## src/rtl/ai_i2s_tx_frame_ctrl.sv

```systemverilog
`default_nettype none
// ============================================================================
// Module      : ai_i2s_tx_frame_ctrl
// Description : Upstream sequencer for ai_i2s_bit_serializer. It pulls stereo
//               sample pairs over valid/ready, generates SCK and WS from clk,
//               and issues one serializer load per channel slot plus one
//               clk_en pulse per remaining SCK falling edge. A missing pair
//               at a left boundary is replaced by zeros and flags underrun.
// Ports       : clk, rst_n (sync, active low), enable
//               clk_div / word_len / slot_len   - config, latched on start
//               s_valid, s_ready, s_left, s_right - sample pair stream
//               ser_load, ser_data, ser_num_bits, ser_clk_en - serializer side
//               sck_out, ws_out                 - I2S bit clock, word select
//               underrun, underrun_clr          - sticky underrun flag
// Options     : define I2S_LJ_MODE_EN to add input fmt_lj (left-justified
//               framing when latched high).
// Revision    : 1.0 - initial release
// ============================================================================
module ai_i2s_tx_frame_ctrl #(
    parameter int DATA_WIDTH = 32,
    parameter int DIV_WIDTH  = 8
) (
    input  logic                  clk,
    input  logic                  rst_n,
    input  logic                  enable,
`ifdef I2S_LJ_MODE_EN
    input  logic                  fmt_lj,
`endif
    input  logic [DIV_WIDTH-1:0]  clk_div,
    input  logic [5:0]            word_len,
    input  logic [5:0]            slot_len,
    input  logic                  s_valid,
    output logic                  s_ready,
    input  logic [DATA_WIDTH-1:0] s_left,
    input  logic [DATA_WIDTH-1:0] s_right,
    output logic                  ser_load,
    output logic [DATA_WIDTH-1:0] ser_data,
    output logic [5:0]            ser_num_bits,
    output logic                  ser_clk_en,
    output logic                  sck_out,
    output logic                  ws_out,
    output logic                  underrun,
    input  logic                  underrun_clr
);

    localparam logic [5:0] c_DW = 6'(DATA_WIDTH);

    typedef enum logic [1:0] {
        S_IDLE  = 2'd0,
        S_FETCH = 2'd1,
        S_RUN   = 2'd2
    } state_t;

    state_t                r_state;
    logic [DIV_WIDTH-1:0]  r_clk_div;
    logic [5:0]            r_wl;
    logic [5:0]            r_sl;
    logic                  r_lj;
    logic [DIV_WIDTH-1:0]  r_div_cnt;
    logic [5:0]            r_bit_idx;
    logic                  r_chan;    // channel of the next boundary: 0 = left
    logic                  r_fresh;   // latched pair not yet started
    logic                  r_zero;    // current frame is an underrun frame
    logic [DATA_WIDTH-1:0] r_left;
    logic [DATA_WIDTH-1:0] r_right;

    logic [5:0]            w_wl;
    logic [5:0]            w_sl;
    logic                  w_lj_in;
    logic                  w_hs;
    logic                  w_wrap;
    logic                  w_fall;
    logic                  w_boundary;
    logic                  w_last;
    logic                  w_ws_evt;
    logic                  w_ur_set;
    logic [6:0]            w_shamt;
    logic [DATA_WIDTH-1:0] w_left_src;
    logic [DATA_WIDTH-1:0] w_left_word;
    logic [DATA_WIDTH-1:0] w_right_word;

`ifdef I2S_LJ_MODE_EN
    assign w_lj_in = fmt_lj;
`else
    assign w_lj_in = 1'b0;
`endif

    // Effective config clamping
    assign w_wl = (word_len == 6'd0 || word_len > c_DW) ? c_DW : word_len;
    assign w_sl = (slot_len < w_wl) ? w_wl : slot_len;

    assign w_hs       = s_valid & s_ready;
    assign w_wrap     = (r_state == S_RUN) && (r_div_cnt == r_clk_div);
    assign w_fall     = w_wrap && sck_out;
    assign w_boundary = w_fall && (r_bit_idx == 6'd0);
    assign w_last     = w_fall && (r_bit_idx == r_sl - 6'd1);
    // I2S moves WS one bit ahead of the MSB; left-justified moves it with the MSB
    assign w_ws_evt   = r_lj ? w_boundary : w_last;
    assign w_ur_set   = w_boundary && !r_chan && !r_fresh && !w_hs;

    // MSB-align: shifting left drops any bits above the valid word length
    assign w_shamt      = 7'(DATA_WIDTH) - {1'b0, r_wl};
    assign w_left_src   = w_hs ? s_left : r_left;
    assign w_left_word  = w_left_src << w_shamt;
    assign w_right_word = r_right << w_shamt;

    always_ff @(posedge clk) begin
        if (!rst_n || !enable) begin
            r_state      <= S_IDLE;
            r_clk_div    <= '0;
            r_wl         <= '0;
            r_sl         <= '0;
            r_lj         <= 1'b0;
            r_div_cnt    <= '0;
            r_bit_idx    <= '0;
            r_chan       <= 1'b0;
            r_fresh      <= 1'b0;
            r_zero       <= 1'b0;
            r_left       <= '0;
            r_right      <= '0;
            s_ready      <= 1'b0;
            ser_load     <= 1'b0;
            ser_data     <= '0;
            ser_num_bits <= '0;
            ser_clk_en   <= 1'b0;
            sck_out      <= 1'b0;
            ws_out       <= 1'b0;
            underrun     <= 1'b0;
        end else begin
            ser_load   <= 1'b0;
            ser_clk_en <= 1'b0;
            // A set in the same cycle as a clear wins
            underrun   <= w_ur_set | (underrun & ~underrun_clr);

            case (r_state)
                S_IDLE: begin
                    r_clk_div    <= clk_div;
                    r_wl         <= w_wl;
                    r_sl         <= w_sl;
                    r_lj         <= w_lj_in;
                    ser_num_bits <= w_wl;
                    s_ready      <= 1'b1;
                    r_state      <= S_FETCH;
                end

                S_FETCH: begin
                    if (w_hs) begin
                        r_left  <= s_left;
                        r_right <= s_right;
                        r_fresh <= 1'b1;
                        s_ready <= 1'b0;
                        r_state <= S_RUN;
                    end
                end

                S_RUN: begin
                    if (w_wrap) begin
                        r_div_cnt <= '0;
                        sck_out   <= ~sck_out;
                    end else begin
                        r_div_cnt <= r_div_cnt + DIV_WIDTH'(1);
                    end

                    if (w_fall) begin
                        r_bit_idx  <= (r_bit_idx == r_sl - 6'd1) ? 6'd0 : r_bit_idx + 6'd1;
                        ser_clk_en <= !w_boundary;
                    end

                    // Away from a boundary r_chan already names the next slot;
                    // on a boundary it still names the slot being loaded.
                    if (w_ws_evt) begin
                        ws_out <= (w_boundary && !r_lj) ? ~r_chan : r_chan;
                    end

                    if (w_boundary) begin
                        ser_load <= 1'b1;
                        r_chan   <= ~r_chan;
                        if (!r_chan) begin
                            s_ready <= 1'b0;
                            r_fresh <= 1'b0;
                            if (r_fresh || w_hs) begin
                                ser_data <= w_left_word;
                                r_zero   <= 1'b0;
                            end else begin
                                ser_data <= '0;
                                r_zero   <= 1'b1;
                            end
                            if (w_hs) begin
                                r_left  <= s_left;
                                r_right <= s_right;
                            end
                        end else begin
                            ser_data <= r_zero ? '0 : w_right_word;
                            s_ready  <= 1'b1;
                        end
                    end else if (w_hs) begin
                        // Right slot is already loaded, so the pair regs are free
                        r_left  <= s_left;
                        r_right <= s_right;
                        r_fresh <= 1'b1;
                        s_ready <= 1'b0;
                    end
                end

                default: r_state <= S_IDLE;
            endcase
        end
    end

endmodule
`default_nettype wire
```

## config.mk

```make
export PLATFORM = sky130hd
export DESIGN_NAME = ai_i2s_tx_frame_ctrl
export DESIGN_NICKNAME = d
export VERILOG_FILES = /design/src/rtl/ai_i2s_tx_frame_ctrl.sv
export SDC_FILE = /design/constraint.sdc
export NUM_CORES = 1
export LEC_CHECK = 0
export CAP_MARGIN = 15
export CORE_AREA = 2 2 170 172
export DETAILED_ROUTE_END_ITERATION = 16
export DIE_AREA = 0 0 172 174
export MAX_ROUTING_LAYER = met4
export PLACE_DENSITY_LB_ADDON = 0.12
export SLEW_MARGIN = 20
export SYNTH_ARGS = -nofsm -noshare
export SYNTH_HDL_FRONTEND = slang
export SYNTH_SLANG_ARGS = --single-unit
```

## constraint.sdc

```tcl
create_clock -name clk -period 4.05 [get_ports clk]
set_clock_uncertainty 0.2 [all_clocks]
set_input_delay 0.6075 -clock clk [delete_from_list [all_inputs] [get_ports clk]]
set_output_delay 0.6075 -clock clk [all_outputs]
set_load 0.01 [all_outputs]
```

==> impl_results.md <==
- Die Height: 174 µm
- Post-synth net total: 1243
- Routability cong.: roughly 1.0
- Max Buffers Root-to-Sink: 2
- Status: completed
- Pwr Total: between 3000 and 4000 µW
- Period utilization: 92.7%
- Post_cts resized: 0
- CTS tree: built
- Synthesized flop and latch total: approximately 140
- Unrepaired setup endpoints after global routing: false
- Post-Synthesis Cell Area: 9730 µm²
- Hold-fix buffers, CTS: 0
- Type of the worst setup path: reg -> reg
- Routed Wire Length: about 36000 µm
- First-pass GRT wire length: 55100 µm
- Post-DR wirelength/cell: 21.5 µm
- CP required: 4.20 ns
- Arrival time worst endpoint: 3.90 ns
- 1st-iter DRT viols: 988
- Cells after synthesis: 1137
- Flop pwr share: about 39%
- Max-slew violations: 0
- Share of cells above drive strength 1: 14.8%
- Most frequent CP cell: nand2_1
- Root buffer cell: clkbuf_16
- Final Hold Viols: 0
- Standard-cell row count: just over 60
- DR WL met2: 16300 µm
- Core ar.: roughly 28000 µm²
- Wire length on met3: between 2000 and 2500 µm
- Slew Limit Headroom: 31.0%
- CP Launch Type: flop
- Post-CTS setup buffer count: 0
- Async set-reset flop share out of synthesis: 0%
- Global Route Usage Sum: between 20% and 30%
- P_sw: 1100 µW
- CP Cell Sequence: inv_1, ha_2, or4b_1, nand2_1, nand2_1, o21ai_0, nand2_1, a211o_1, o211ai_1
- Initial Util: approximately a third
- DRC viols: 0
- Setup Viol. Count Final: 0
- # port buffers: 132
- Actual slew at the worst max-slew pin: 1.03 ns
- Yosys cell types: 73
- Max Used Layer: met4
- Fin nets: 1360
- Largest net degree at the start of global routing: 64
- GR Overflow Total: 0
- TNS Setup: 0 ns
- Post-synth top area share: 29.0%
- Critical Path Max Stage Delay: 0.72 ns
- YS warnings: 0
- CP Buf/Inv Count: 1
- Seq/Total Area, Yosys: a little under 30%
- Worst Path Max Fanout: 14
- I/O Pins: around 130
- Total CTS buffers: 17
- Combinational share of power: 16.2%
- Area delta synth->final: 25.4%
- Clock sinks: 141
- Leading area contributor after synthesis: dfxtp_1
- Top cells by area, synth: dfxtp_1 29%, mux4_2 14%, nand2_1 8.3%
- Vias per cell: 5.71
- Pleak: 0.00431 µW
- Synthesized area per cell: 8.56 µm²
- Main synth FF type: dfxtp_1
- Final period demand of the worst path: 3.75 ns
- DRT Pass-1 Iters: 5
- Antenna violations before repair: 0
- Antenna viol nets, final: 0
- CP max stage cell: or4b_1
- M1 WL: 15900 µm
- Final core occ: 43.2%
- Top delay family on crit path: simple AND/OR/NAND/NOR gates
- Die Width: 172 µm
- Number of global-route vias before repair: 9304
- Pwr/cell area: 298 nW/µm²
- Total of max-cap violations: 0
- Int Power: about 2500 µW
- Clock Latency Late Sink: 0.44 ns
- Fmax: about 270 MHz
- Setup crit end kind: flop
- Filler cell count in the final layout: between 2000 and 3000
- Sw Ratio: between 30 and 40%
- Clock network power share: 44.9%
- Hold Crit Class: reg -> reg
- H-Tree Depth: 4
- Diodes inserted: 0
- Dpl hpwl: 26900 µm
- Post-synth EDFFs: 0
- Die Area: ~30000 µm²
- Routed vias: 9421
- Clock slew at reported path FFs: around 0.070 ns
- VDD IR max: 272 µV
## worst min-delay path, cell delays in order, from the launching register on
cell     delay [ns]
dfxtp_1        0.32
nand2_1        0.05
a21oi_1        0.05
## final timing paths
kind / cells past startpoint / from / slack, ns / to
max: 9 / r_wl[1] / 0.30 / ser_data[27]
min reg2reg: 2 / ser_data[3] / 0.27 / ser_data[3]
min: 2 / ser_data[3] / 0.27 / ser_data[3]
max reg2reg: 9 / r_wl[1] / 0.30 / ser_data[27]
## layout by cell type (no fill, tap or decap), types with 15 or more instances in the layout
cell,Yosys,routed
buf_4,3,54
nand2_1,216,214
mux4_2,60,60
inv_1,18,18
a22oi_1,33,33
o21ai_0,36,36
nor2_1,73,73
and3_1,16,16
ha_1,17,16
clkdlybuf4s50_1,0,132
xor2_1,16,16
mux2_2,15,15
dfxtp_1,141,140
nand3_1,19,19
a21oi_1,106,106
mux2i_1,71,71
nor3_1,23,23
xnor2_1,18,17
clkbuf_16,0,17
## state kept, by name (all words and copies together) (netlist names), 2 cells and up
name and count:
r_bit_idx 6, ser_data 32, r_div_cnt 8, r_left 32, r_right 32, r_sl 6
r_state 2, r_clk_div 8, r_wl 6
## power by group through the flow
stage / Sequential [µW] / Combinational, µW / Clock, µW
final: 1410 / 590 / 1630
after global routing: 1410 / 629 / 1720
after CTS: 1410 / 584 / 1660
after detailed placement: 1440 / 582 / 0
after global placement: 1440 / 586 / 0
after floorplan: 1440 / 340 / 0
## Yosys cell counts, drive strengths merged (3+ instances only)
master,count
a22o,10
dfxtp,141
o22ai,12
ha,17
nor2b,9
a211oi,4
o221ai,3
o21ai,36
a2111oi,3
a31oi,7
a221oi,4
and2,10
o2bb2ai,4
buf,44
nand2b,6
a21o,3
and3,16
xor2,17
nor2,74
nor3,23
mux4,60
nand2,216
nor4,8
mux2i,71
o22a,4
a21oi,107
mux2,15
a22oi,33
a32oi,10
o211ai,10
nand3,19
or3,8
o31ai,5
nand4,11
clkbuf,46
inv,19
xnor2,19
a211o,3
## cells by family after synthesis
kind of cell / count (synthesis) / synth area share [%]
compound gates: 277 / 18.4
simple gates: 410 / 19.2
xor+xnor: 36 / 3.51
mux: 146 / 22.9
fa+ha+maj: 17 / 2.19
buf+inv: 110 / 4.81
flops: 141 / 29.0
## area by class of cell
class / count / area (µm²) / share of cell area (%)
multi-input cells: 886 / 6460 / 52.9
flip-flops and latches: 141 / 2820 / 23.1
repair buffers: 188 / 1770 / 14.5
well taps: 384 / 480 / 3.94
clock inverters: 15 / 169 / 1.38
inverters: 20 / 75.1 / 0.615
clock buffers: 17 / 425 / 3.49
## metrics by stage
step / hold WS [ns] / instances / instance area (µm²) / setup WS [ns]
5_1_grt: 0.294 / 1651 / 12200 / 0.296
3_5_place_dp: 0.254 / 1619 / 11600 / 0.365
3_3_place_gp: 0.251 / 1619 / 11600 / 0.351
6_report: 0.268 / 1651 / 12200 / 0.298
2_1_floorplan: 0.233 / 1137 / 9730 / 0.263
4_1_cts: 0.265 / 1651 / 12200 / 0.451
## metal layers
layer,global-route usage (%),vias to the layer above
met4,6.90,0
met2,38.3,369
li1,-,4415
met3,4.51,51
met1,32.6,4586
met5,-,-
(Power assumes the default switching activity.)
